[src/rtl/rr_req_ctrl_if.sv]
// rr_req_ctrl_if: job, request/grant and beat-report bundle
// between the requester controller and its environment.
interface rr_req_ctrl_if #(
  parameter int NCLI  = 4,
  parameter int LEN_W = 4
) ();
  localparam int CW = (NCLI > 1) ? $clog2(NCLI) : 1;

  logic [NCLI-1:0]       job_valid;
  logic [NCLI*LEN_W-1:0] job_len;
  logic [NCLI-1:0]       job_ready;
  logic [NCLI-1:0]       req;
  logic [NCLI-1:0]       granto;
  logic                  beat_valid;
  logic [CW-1:0]         beat_client;
  logic [LEN_W-1:0]      beat_idx;
  logic [NCLI-1:0]       done;
  logic                  grant_err;

  modport master (
    input  job_valid,
    input  job_len,
    input  granto,
    output job_ready,
    output req,
    output beat_valid,
    output beat_client,
    output beat_idx,
    output done,
    output grant_err
  );

  modport slave (
    output job_valid,
    output job_len,
    output granto,
    input  job_ready,
    input  req,
    input  beat_valid,
    input  beat_client,
    input  beat_idx,
    input  done,
    input  grant_err
  );
endinterface

[src/rtl/rr_req_ctrl.sv]
// rr_req_ctrl: per-client burst requester in front of a
// round-robin arbiter, with grant protocol checking.
module rr_req_ctrl #(
  parameter int NCLI  = 4,
  parameter int LEN_W = 4
) (
  input  logic         clk,
  input  logic         rst,
  rr_req_ctrl_if.master bus
);
  localparam int CW = (NCLI > 1) ? $clog2(NCLI) : 1;

  typedef enum logic [1:0] {
    S_IDLE,
    S_REQ,
    S_XFER,
    S_REL
  } state_t;

  state_t           r_state  [NCLI];
  state_t           w_nstate [NCLI];
  logic [LEN_W-1:0] r_len    [NCLI];
  logic [LEN_W-1:0] w_nlen   [NCLI];
  logic [LEN_W-1:0] r_cnt    [NCLI];
  logic [LEN_W-1:0] w_ncnt   [NCLI];
  logic [NCLI-1:0]  r_req;
  logic [NCLI-1:0]  w_nreq;
  logic [NCLI-1:0]  w_qual;
  logic [NCLI-1:0]  w_ready;

  logic             w_multi;
  logic             w_noreq;
  logic             w_err;
  logic             w_beat;
  logic             w_last;
  logic [CW-1:0]    w_bcli;
  logic [LEN_W-1:0] w_bidx;

  logic             r_bv;
  logic [CW-1:0]    r_bcli;
  logic [LEN_W-1:0] r_bidx;
  logic [NCLI-1:0]  r_done;
  logic             r_err;

  // Grant legality: multi-hot, or a grant to a client not requesting
  always_comb begin
    w_multi = (bus.granto & (bus.granto - NCLI'(1))) != '0;
    w_noreq = |(bus.granto & ~r_req);
    w_err   = w_multi | w_noreq;
  end

  // A grant counts only if legal, owned, and the client is requesting
  always_comb begin
    w_qual = '0;
    for (int i = 0; i < NCLI; i++) begin
      w_qual[i] = !w_err && bus.granto[i] && r_req[i] &&
                  (r_state[i] == S_REQ || r_state[i] == S_XFER);
    end
  end

  // Pick out the single beating client, if any
  always_comb begin
    w_beat = |w_qual;
    w_bcli = '0;
    w_bidx = '0;
    w_last = 1'b0;
    for (int i = 0; i < NCLI; i++) begin
      if (w_qual[i]) begin
        w_bcli = CW'(i);
        w_bidx = r_cnt[i];
        w_last = (r_cnt[i] == r_len[i]);
      end
    end
  end

  // Per-client next state, counter and request
  always_comb begin
    for (int i = 0; i < NCLI; i++) begin
      w_nstate[i] = r_state[i];
      w_nlen[i]   = r_len[i];
      w_ncnt[i]   = r_cnt[i];
      unique case (r_state[i])
        S_IDLE: begin
          if (bus.job_valid[i]) begin
            w_nlen[i]   = bus.job_len[i*LEN_W +: LEN_W];
            w_ncnt[i]   = '0;
            w_nstate[i] = S_REQ;
          end
        end
        S_REQ, S_XFER: begin
          if (w_qual[i]) begin
            if (r_cnt[i] == r_len[i]) begin
              w_nstate[i] = S_REL;
            end else begin
              w_ncnt[i]   = r_cnt[i] + LEN_W'(1);
              w_nstate[i] = S_XFER;
            end
          end
        end
        S_REL: begin
          w_nstate[i] = S_IDLE;
        end
        default: begin
          w_nstate[i] = S_IDLE;
        end
      endcase
      w_nreq[i] = (w_nstate[i] == S_REQ) ||
                  (w_nstate[i] == S_XFER);
    end
  end

  // Per-client state, length, counter and request registers
  always_ff @(posedge clk or posedge rst) begin
    if (rst) begin
      for (int i = 0; i < NCLI; i++) begin
        r_state[i] <= S_IDLE;
        r_len[i]   <= '0;
        r_cnt[i]   <= '0;
      end
      r_req <= '0;
    end else begin
      for (int i = 0; i < NCLI; i++) begin
        r_state[i] <= w_nstate[i];
        r_len[i]   <= w_nlen[i];
        r_cnt[i]   <= w_ncnt[i];
      end
      r_req <= w_nreq;
    end
  end

  // Beat report, done pulse and sticky grant error
  always_ff @(posedge clk or posedge rst) begin
    if (rst) begin
      r_bv   <= 1'b0;
      r_bcli <= '0;
      r_bidx <= '0;
      r_done <= '0;
      r_err  <= 1'b0;
    end else begin
      r_bv   <= w_beat;
      r_done <= '0;
      if (w_beat) begin
        r_bcli <= w_bcli;
        r_bidx <= w_bidx;
        if (w_last) begin
          r_done <= w_qual;
        end
      end
      if (w_err) begin
        r_err <= 1'b1;
      end
    end
  end

  // Ready is a direct decode of IDLE
  always_comb begin
    w_ready = '0;
    for (int i = 0; i < NCLI; i++) begin
      w_ready[i] = (r_state[i] == S_IDLE);
    end
  end

  assign bus.job_ready   = w_ready;
  assign bus.req         = r_req;
  assign bus.beat_valid  = r_bv;
  assign bus.beat_client = r_bcli;
  assign bus.beat_idx    = r_bidx;
  assign bus.done        = r_done;
  assign bus.grant_err   = r_err;
endmodule

[src/flat_wrapper.sv]
// flat-port wrapper written by rule: the top's interface ports become plain ports
module rr_req_ctrl_flat 
#(
  parameter int NCLI  = 4,
  parameter int LEN_W = 4
)
  (clk, rst, bus_job_valid, bus_job_len, bus_granto, bus_job_ready, bus_req, bus_beat_valid, bus_beat_client, bus_beat_idx, bus_done, bus_grant_err);
  rr_req_ctrl_if #(.NCLI(NCLI), .LEN_W(LEN_W)) bus_i ();
  input  logic clk;
  input  logic rst;
  input wire logic [$bits(bus_i.job_valid)-1:0] bus_job_valid;
  input wire logic [$bits(bus_i.job_len)-1:0] bus_job_len;
  input wire logic [$bits(bus_i.granto)-1:0] bus_granto;
  output wire logic [$bits(bus_i.job_ready)-1:0] bus_job_ready;
  output wire logic [$bits(bus_i.req)-1:0] bus_req;
  output wire logic [$bits(bus_i.beat_valid)-1:0] bus_beat_valid;
  output wire logic [$bits(bus_i.beat_client)-1:0] bus_beat_client;
  output wire logic [$bits(bus_i.beat_idx)-1:0] bus_beat_idx;
  output wire logic [$bits(bus_i.done)-1:0] bus_done;
  output wire logic [$bits(bus_i.grant_err)-1:0] bus_grant_err;
  assign bus_i.job_valid = bus_job_valid;
  assign bus_i.job_len = bus_job_len;
  assign bus_i.granto = bus_granto;
  assign bus_job_ready = bus_i.job_ready;
  assign bus_req = bus_i.req;
  assign bus_beat_valid = bus_i.beat_valid;
  assign bus_beat_client = bus_i.beat_client;
  assign bus_beat_idx = bus_i.beat_idx;
  assign bus_done = bus_i.done;
  assign bus_grant_err = bus_i.grant_err;
  rr_req_ctrl #(.NCLI(NCLI), .LEN_W(LEN_W)) u_core (.clk(clk), .rst(rst), .bus(bus_i));
endmodule
[config.mk]
export PLATFORM = sky130hd
export DESIGN_NAME = rr_req_ctrl_flat
export DESIGN_NICKNAME = d
export VERILOG_FILES = /design/src/rtl/rr_req_ctrl_if.sv /design/src/rtl/rr_req_ctrl.sv /design/src/flat_wrapper.sv
export SDC_FILE = /design/constraint.sdc
export NUM_CORES = 1
export LEC_CHECK = 0
export ABC_AREA = 1
export CAP_MARGIN = 20
export CORE_AREA = 2 2 85 87
export DETAILED_ROUTE_END_ITERATION = 6
export DIE_AREA = 0 0 87 89
export HOLD_SLACK_MARGIN = 0.05
export PLACE_DENSITY = 0.72
export SLEW_MARGIN = 20
export SYNTH_ARGS = -nofsm -noshare
export SYNTH_HDL_FRONTEND = slang
export SYNTH_SLANG_ARGS = --single-unit
export TNS_END_PERCENT = 1
[constraint.sdc]
create_clock -name clk -period 4.8 [get_ports clk]
set_clock_uncertainty 0.15 [all_clocks]
set_input_delay 0.72 -clock clk [delete_from_list [all_inputs] [get_ports clk]]
set_output_delay 0.72 -clock clk [all_outputs]
set_load 0.1 [all_outputs]
Yosys cells after proc, flatten, opt, wreduce, memory -nomap -nowiden:

Index checks and enable logic that the tools add are counted.

* flip-flop bits (word level): 56
* latch bits: 0
* memory bits (writable): 0
* bits in read-only memories: 0
* input bits: 26
* output and inout port bits: 20
* word-level logic and storage cells: 152
* memories kept: 0

* add/sub/neg operators: 5
* $mul: 0
* div/mod/pow operators: 0
* $lt $le $gt $ge: 0
* eq/ne operators: 36
* shift-type cells: 0
* muxes and demuxes: 45
* bitwise gates (word level): 4
* reductions and logical operators: 44

Operator list (count)
* 4-bit 2-to-1 mux: 18
* 4-bit one-hot mux with 2 select lines: 4
* 2-bit equality test (second input constant): 12
* 2-bit one-hot mux with 3 select lines: 4
* 2-bit 2-to-1 mux: 10
* 4-bit by 1-bit adder with 4-bit output (second input constant): 4
* 2-bit by 1-bit equality test with 1-bit output (second input constant): 8
* 4-bit equality test: 4
* 2-bit inequality test (second input constant): 8
* 4-bit AND reduction: 4
* 1-bit logical AND: 12
* 1-bit 2-to-1 mux: 9
* 4-bit bitwise AND: 2
* 2-bit logical NOT: 4
* 1-bit logical OR: 8
* 2-bit by 1-bit inequality test with 1-bit output (second input constant): 4
* 2-bit AND reduction: 4
* 2-bit nonzero test: 4
* 2-bit OR reduction: 4
* 4-bit OR reduction: 2
* 4-bit inverter: 1
* 4-bit nonzero test: 1
* 4-bit by 1-bit subtractor with 4-bit output (second input constant): 1
* 1-bit logical NOT: 1
* 1-bit bitwise OR: 1

Longest topological paths before layout:

Gate-level depths: netlist of run 1.

* depth after elaboration: 14
* depth in mapped cells: 12
* gate-level depth less buffers: 12

Least setup slack after synthesis of run 1:

No wires, ideal clock.

* kind: flip-flop to flip-flop
* start point: register u_core.r_state[6] (netlist name)
* end point: register u_core.r_cnt[13] (netlist name)
* library setup time: 83 ps
* data arrival time: 2204 ps
* data required time: 4567 ps
* setup slack: 2363 ps
* stages on the path, launching flop included: 9
* buffers on the path: 0
* clock period less this slack: 2437 ps
* cell sequence: dfrtp_1 > inv_1 > ha_1 > nand2_1 > o21ai_0 > nand2_1 > nor2_4 > nand3_1 > o21ai_0

* elaborated cells on any way between the ends: 12
* those cells by class: 5 x eq/ne; 1 x mux; 6 x reduce/logical

RTL lines
* start: declaration: line rr_req_ctrl.sv:20 `state_t r_state [NCLI];`
* start signal: indexed assignment: line rr_req_ctrl.sv:123 `r_state[i] <= w_nstate[i];`
* 2-bit logical NOT (*)
* named net bus_job_ready[0]: line flat_wrapper.sv:14 `output wire logic [$bits(bus_i.job_ready)-1:0] bus_job_ready;`
* 2-bit inequality test (no line) or 2-bit nonzero test (tied branches)
* 4-bit AND reduction (no line)
* end signal: indexed assignment: line rr_req_ctrl.sv:125 `r_cnt[i] <= w_ncnt[i];`
* end: declaration: line rr_req_ctrl.sv:24 `logic [LEN_W-1:0] r_cnt [NCLI];`

Mark *: on every way through the listed nets, which the timed path passes. The rest lies on a longest branch.
A chain may end at the register's enable or synchronous reset.

Final worst setup path of run 1:

* start point: register u_core.r_state[7] (netlist name)
* end point: output port bus_job_ready[0]

* longest elaborated chain between the ends: 1

Ends and longest elaborated chain
* 2-bit logical NOT: line rr_req_ctrl.sv:159 `w_ready[i] = (r_state[i] == S_IDLE);`
* end: declaration: line flat_wrapper.sv:14

No other way between the ends.

==> results by group, run 1 <==
Run status
  – Outcome: finished clean

Die
  – Ports: 46
  – Die area: 7743 µm²
  – Initial core utilization: 44.34%
  – Core area: 6719 µm²
  – Row count: 30
  – Die width: 87 µm
  – Die H: 89 µm

GRT
  – Gr usage total: 17.67%
  – Global route overflow: 0
  – Vias in the first global route: 2496
  – Antenna violations before repair: 0
  – Largest net degree at the start of global routing: 32
  – First-pass GRT wire length: 10810 µm

Setup path
  – R2r worst-path depth: 10
  – CP Class: reg -> out
  – Max FO, Critical Path: 7
  – Critical Path RT: 3.93 ns
  – Critical Path AT: 2.22 ns
  – Critical path startpoint category: register
  – Crit path capture type: output port
  – R2r startpoint: u_core.r_state[7]
  – Reg2reg setup slack: 2.93 ns
  – Reg2reg end: u_core.bus.done[2]

Yosys
  – Ys Warns: 0
  – Distinct cells, synth: 26
  – Syn Inst Count: 371
  – Mapped Area: 2979 µm²
  – Cell taking the most area after synthesis: dfrtp_1
  – Flops & latches, synth: 56
  – Top cells by area, synth: dfrtp_1, nand2_1, inv_1
  – Sequential element share of the synthesized area: 47.04%
  – Average size of a mapped cell: 8.030 µm²
  – Post-synthesis net count: 405
  – Yosys top cell area share: 47.04%

Placement
  – Number of port buffers: 45
  – Dpl hpwl: 4729 µm
  – Placed instance count: 497
  – RD Place Congestion: 0.8393

Worst hold path
  – Hold worst-path end: u_core.bus.beat_idx[0]
  – Min-delay src: u_core.bus.beat_idx[0]
  – Hold depth: 2
  – Hold Crit Class: reg -> reg

Clocking
  – CTS tree: done
  – CTS Sinks: 56
  – Setup bufs post-CTS: 0
  – Post-CTS Hold Fix Bufs: 0
  – Cts bufs inserted: 5
  – H-tree levels: 2
  – Post-cts sizing count: 0
  – CTS max path bufs: 2
  – Worst-skew pair later-pin latency: 0.31 ns
  – Worst-path clk slew: 0.10 ns
  – Root Buffer: clkbuf_8

Timing
  – RSZ-0062 raised after global routing: false
  – Final setup fails: 0
  – Final Critical Period: 3.086 ns
  – Final worst path period share: 64.30%
  – Worst Tran Pin Value: 0.9727 ns
  – Rel. slew slack: 34.95%
  – Slew Limit Fails: 0
  – Fmax: 324.0 MHz
  – Setup TNS: 0 ns
  – Final Hold Fails: 0

Finish
  – FF/Latch Area: 1401 µm²
  – Layout cell share with drive strength beyond 1: 10.59%
  – Area of the multi-input gates: 1398 µm²
  – Fillers: 617
  – Synth-to-layout area growth: 21.88%
  – Layout Cells excl Fill: 505
  – Fin nets: 458
  – Antenna diodes: 0

Power and ir drop
  – LEAKAGE: 1.799 nW
  – PD cells: 668.8 nW/µm²
  – Maximum vdd drop: 0.3392 mV

Drt
  – Vias per Instance: 4.976
  – Drt drc: 0
  – Wirelength, routed: 6162 µm
  – Drt wl/cell: 12.20 µm
  – Drt initial violations: 89
  – First-pass detailed-route iteration total: 4
  – Vias: 2513
  – Routed Antenna Nets: 0

Flow run
  – Max cap viols: 0
==> placed cells by master (no fill, tap or decap), drive strengths merged <==
master,count
inv,48
mux2,6
a21oi,10
ha,8
nand3,27
o21ai,26
nand2,118
clkinvlp,1
dfrtp,56
xor2,12
or2,5
clkdlybuf4s50,45
xnor2,4
nand4,6
nor3,1
nor2,42
buf,1
clkbuf,7
o31ai,2
==> where the power goes <==
part	switching (mW)	internal [mW]	total [mW]
registers	0.153	0.649	0.802
clock network	0.150	0.118	0.267
logic	0.961	0.398	1.36
==> stage by stage <==
stage | hold slack, ns | area [µm²] | power [mW] | setup WS [ns] | util (%)
CTS | 0.3504 | 3631 | 2.447 | 1.694 | 54.04
detailed placement | 0.3257 | 3537 | 2.172 | 2.066 | 52.64
global placement | 0.3069 | 3537 | 2.137 | 2.069 | 52.64
floorplan | 0.3195 | 2979 | 1.854 | 2.363 | -
global route | 0.3624 | 3631 | 2.615 | 1.638 | 54.04
finish | 0.3489 | 3631 | 2.428 | 1.714 | 54.04
==> cell usage after synthesis <==
master and n:
nor3_1 1, o21ai_1 12, o21ai_2 1, nand2_2 7, nor2_4 3, a21oi_2 1
mux2_2 6, o21ai_0 13, nand3_1 26, dfrtp_1 56, nand2_1 111, o31ai_1 1
or2_0 1, xnor2_1 4, or2_2 4, inv_1 44, a21oi_1 9, ha_1 8
nand3_2 1, o31ai_2 1, nor2_2 6, nand4_2 2, inv_2 4, xor2_1 12
nor2_1 33, nand4_1 4
==> critical path, stage by stage (launching register included) <==
cell	delay [ns]
dfrtp_1	0.41
inv_1	0.06
ha_1	0.26
clkdlybuf4s50_1	1.18
==> final cells by class <==
class	instances	area share, %
inverter	48	4.962
tap	80	2.757
timing repair buffer	46	12.61
multi-input combinational	267	38.49
clock inverter	1	0.2068
sequential	56	38.59
clock buffer	7	2.378
==> kinds of logic after synthesis <==
group / synth area share, %
XOR/XNOR: 4.704
AND/OR/NAND/NOR: 29.61
multiplexers: 2.268
flip-flops: 47.04
adder cells (fa/ha/maj): 3.360
buffers and inverters: 6.048
AO/OA/AOI/OAI: 6.972
==> per-layer routing <==
metal	wire [µm]	up-vias	share of wire (%)	GRT usage, %
met4	107	0	1.7	7.386
met5	0	-	0	0
met2	2844	61	46	29.15
met3	289	10	4.7	3.416
met1	2921	1164	47	22.89
li1	-	1278	-	-
==> registers in the layout (all words and copies together), names as in the netlist <==
register	cells
u_core.bus.beat_client	2
u_core.bus.beat_idx	4
u_core.r_state	8
u_core.r_cnt	16
u_core.bus.done	4
u_core.r_len	16
u_core.bus.req	4
u_core.bus.grant_err	1
u_core.bus.beat_valid	1
==> worst max-delay path by stage <==
| stage | from | to | slack, ns | cells after the start |
|---|---|---|---|---|
| after floorplan | u_core.r_state[6] | u_core.r_cnt[13] | 2.36 | 8 |
| after global placement | u_core.r_state[6] | bus_job_ready[0] | 2.07 | 3 |
| after detailed placement | u_core.r_state[7] | bus_job_ready[0] | 2.07 | 3 |
| after CTS | u_core.r_state[7] | bus_job_ready[0] | 1.69 | 3 |
| after global routing | u_core.r_state[7] | bus_job_ready[0] | 1.64 | 3 |
| final | u_core.r_state[7] | bus_job_ready[0] | 1.71 | 3 |
No activity file was read; power rests on OpenSTA's default activity.
==> run 2: changes to the inputs <==
--- a/config.mk
+++ b/config.mk
@@ -11,7 +11,7 @@
 export DETAILED_ROUTE_END_ITERATION = 6
 export DIE_AREA = 0 0 87 89
 export HOLD_SLACK_MARGIN = 0.05
-export PLACE_DENSITY = 0.72
+export PLACE_DENSITY = 0.75
 export SLEW_MARGIN = 20
 export SYNTH_ARGS = -nofsm -noshare
 export SYNTH_HDL_FRONTEND = slang
==> constraint.sdc (replaced) <==
create_clock -name clk -period 2.7 [get_ports clk]
set_clock_uncertainty 0.15 [all_clocks]
set_input_delay 0.405 -clock clk [delete_from_list [all_inputs] [get_ports clk]]
set_output_delay 0.405 -clock clk [all_outputs]
set_load 0.1 [all_outputs]
==> run 2 against run 1 <==
Effect of this change: worst hold slack worse by 0.048 ns; register-to-register slack got worse by 2.1 ns; first-iteration DRC count grew 46%; sequential cell count unchanged; critical path depth is 8 higher; non-clock buffer count is the same; cell count unchanged; sequential share of layout area grew 0.17 points; sequential power increased by 78%; critical endpoint is now u_core.bus.beat_idx[0]; largest cell class unchanged; highest routed layer unchanged.
==> results by group, run 2 (same netlist as run 1, synthesis figures left out) <==
Setup path
  – CP endpoint: u_core.bus.beat_idx[0]
  – Critical path startpoint category: input pin
  – R2r startpoint: u_core.r_state[7]
  – CP max stage cell: clkdlybuf4s50_1
  – Worst Setup SP: bus_granto[1]
  – WP depth: 11 (+8)
  – R2r worst-path depth: 10 (unchanged)
  – Crit-path leading delay family: simple AND/OR/NAND/NOR gates
  – Reg2reg end: u_core.bus.done[2]
  – Crit path buf inv count: 2 (unchanged)
  – CP Class: in -> reg
  – Worst path most repeated cell: nand2_1
  – Critical Path RT: 2.76 ns (-1.17 ns)
  – Reg2reg setup slack: 0.83 ns (-2.10 ns)
  – Critical Path AT: 2.02 ns (-0.20 ns)
  – Max FO, Critical Path: 8 (+1)
  – Crit path capture type: register
  – CP cell instances: clkdlybuf4s50_1 -> nor2_2 -> nand2_1 -> nor2_1 -> nand3_2 -> nor2_4 -> nor2_1 -> nand2_2 -> inv_2 -> nand2_1 -> nand2_1
  – CP peak stage delay: 0.49 ns (-0.69 ns)

Clocking
  – Worst-path clk slew: 0.10 ns (about the same)
  – Post-cts sizing count: 0 (unchanged)
  – Cts bufs inserted: 5 (unchanged)
  – H-tree levels: 2 (unchanged)
  – Root Buffer: clkbuf_8
  – CTS Sinks: 56 (unchanged)
  – Setup bufs post-CTS: 0 (unchanged)
  – CTS max path bufs: 2 (unchanged)
  – Worst-skew pair later-pin latency: 0.32 ns (about the same)
  – CTS tree: done
  – Post-CTS Hold Fix Bufs: 0 (unchanged)

GRT
  – Gr usage total: 17.33% (-0.34 points)
  – Antenna violations before repair: 0 (unchanged)
  – First-pass GRT wire length: 10550 µm (-2.4%)
  – Vias in the first global route: 2297 (-8.0%)
  – Global route overflow: 0 (unchanged)
  – Largest net degree at the start of global routing: 57 (+78%)

Timing
  – Final setup fails: 0 (unchanged)
  – Final Critical Period: 1.968 ns
  – Setup ws final: 0.7321 ns (-0.9814 ns)
  – Final worst path period share: 72.89%
  – Setup TNS: 0 ns (unchanged)
  – Worst Tran Pin Value: 0.3068 ns (-0.6659 ns)
  – Slew Limit Fails: 0 (unchanged)
  – Rel. slew slack: 79.54% (+45 points)
  – Worst hold margin: 0.3013 ns (-0.04756 ns)
  – Final Hold Fails: 0 (unchanged)
  – RSZ-0062 raised after global routing: false
  – Fmax: 508.2 MHz

Placement
  – Pre-CTS setup slack: 0.4004 ns (-1.665 ns)
  – Number of port buffers: 45 (unchanged)
  – Dpl hpwl: 4841 µm (+2.4%)
  – RD Place Congestion: 0.8161 (-2.8%)

Drt
  – Routed Antenna Nets: 0 (unchanged)
  – Vias: 2460 (-2.1%)
  – First-pass detailed-route iteration total: 4 (unchanged)
  – Vias per Instance: 4.871 (-2.1%)
  – Drt drc: 0 (unchanged)
  – Drt wl/cell: 12.27 µm (+0.58%)
  – Drt initial violations: 130 (+46%)
  – Wirelength, routed: 6198 µm (+0.58%)

Finish
  – Commonest non-fill, non-tap cell in the layout: nand2_1
  – Fillers: 652 (+5.7%)
  – FF/Latch Area: 1401 µm² (unchanged)
  – Fin nets: 458 (unchanged)
  – Core Util, Final: 53.80% (-0.24 points)
  – Antenna diodes: 0 (unchanged)
  – Synth-to-layout area growth: 21.34%
  – Layout cell share with drive strength beyond 1: 15.53% (+4.9 points)
  – Biggest regs: u_core.r_cnt x16, u_core.r_len x16, u_core.r_state x8
  – Area of the multi-input gates: 1398 µm² (unchanged)
  – Most frequent cells in the layout: nand2_1, dfrtp_1, inv_1

Die
  – Die area: 7743 µm² (unchanged)
  – Core area: 6719 µm² (unchanged)
  – Row count: 30 (unchanged)
  – Die width: 87 µm (unchanged)
  – Ports: 46 (unchanged)
  – Initial core utilization: 44.34% (unchanged)
  – Die H: 89 µm (unchanged)

Run status
  – Outcome: finished clean

Power and ir drop
  – Maximum vdd drop: 0.7339 mV (+120%)
  – PD cells: 1209 nW/µm² (+81%)
  – LEAKAGE: 1.846 nW (+2.6%)

Flow run
  – Max cap viols: 0 (unchanged)

Worst hold path
  – Hold Crit Class: in -> async
-- run 2: power by group --
part	internal [mW]	switching, mW
sequential	1.15	0.279
combinational	0.670	1.70
clock	0.282	0.281
total	2.10	2.26
-- run 2: worst register-to-register path: cells and delay by family (launching register included) --
family,cells,cell delay [ns]
flops,1,0.39
compound gates,2,0.26
simple gates,5,0.51
fa+ha+maj,1,0.34
buf+inv,2,0.19
-- run 2: worst min path at each step --
stage               depth (start not counted)              endpoint  slack [ns]                  from
floorplan                                   2       u_core.r_len[4]        0.32       u_core.r_len[4]
detailed placement                          1  u_core.bus.grant_err        0.32  u_core.bus.grant_err
global placement                            1  u_core.bus.grant_err        0.32  u_core.bus.grant_err
global route                                3     u_core.r_state[2]        0.34                   rst
CTS                                         3    u_core.bus.done[2]        0.31                   rst
finish                                      3     u_core.r_state[2]        0.30                   rst
-- run 2: per-stage QoR --
| step | cell area (µm²) | instances | power (mW) |
|---|---|---|---|
| after floorplan | 2979 | 371 | 3.296 |
| after global placement | 3500 | 497 | 3.767 |
| after detailed placement | 3500 | 497 | 3.827 |
| after CTS | 3615 | 505 | 4.397 |
| after global routing | 3615 | 505 | 4.670 |
| final | 3615 | 505 | 4.369 |
-- run 2: per-layer routing --
layer / part of all wire [%] / global-route usage, % / up-vias / wire length (µm)
met5: 0 / 0 / - / 0
met4: 1.3 / 5.540 / 0 / 78
met3: 3.4 / 2.862 / 8 / 212
met2: 49 / 29.84 / 47 / 3029
met1: 46 / 22.39 / 1128 / 2878
li1: - / - / 1277 / -
-- run 2: cell type report --
class	count	area share, %
Clock buffer	5	1.904
Clock inverter	3	1.281
Inverter	48	4.984
Multi-Input combinational cell	267	38.66
Sequential cell	56	38.77
Tap cell	80	2.769
Timing Repair Buffer	46	11.63
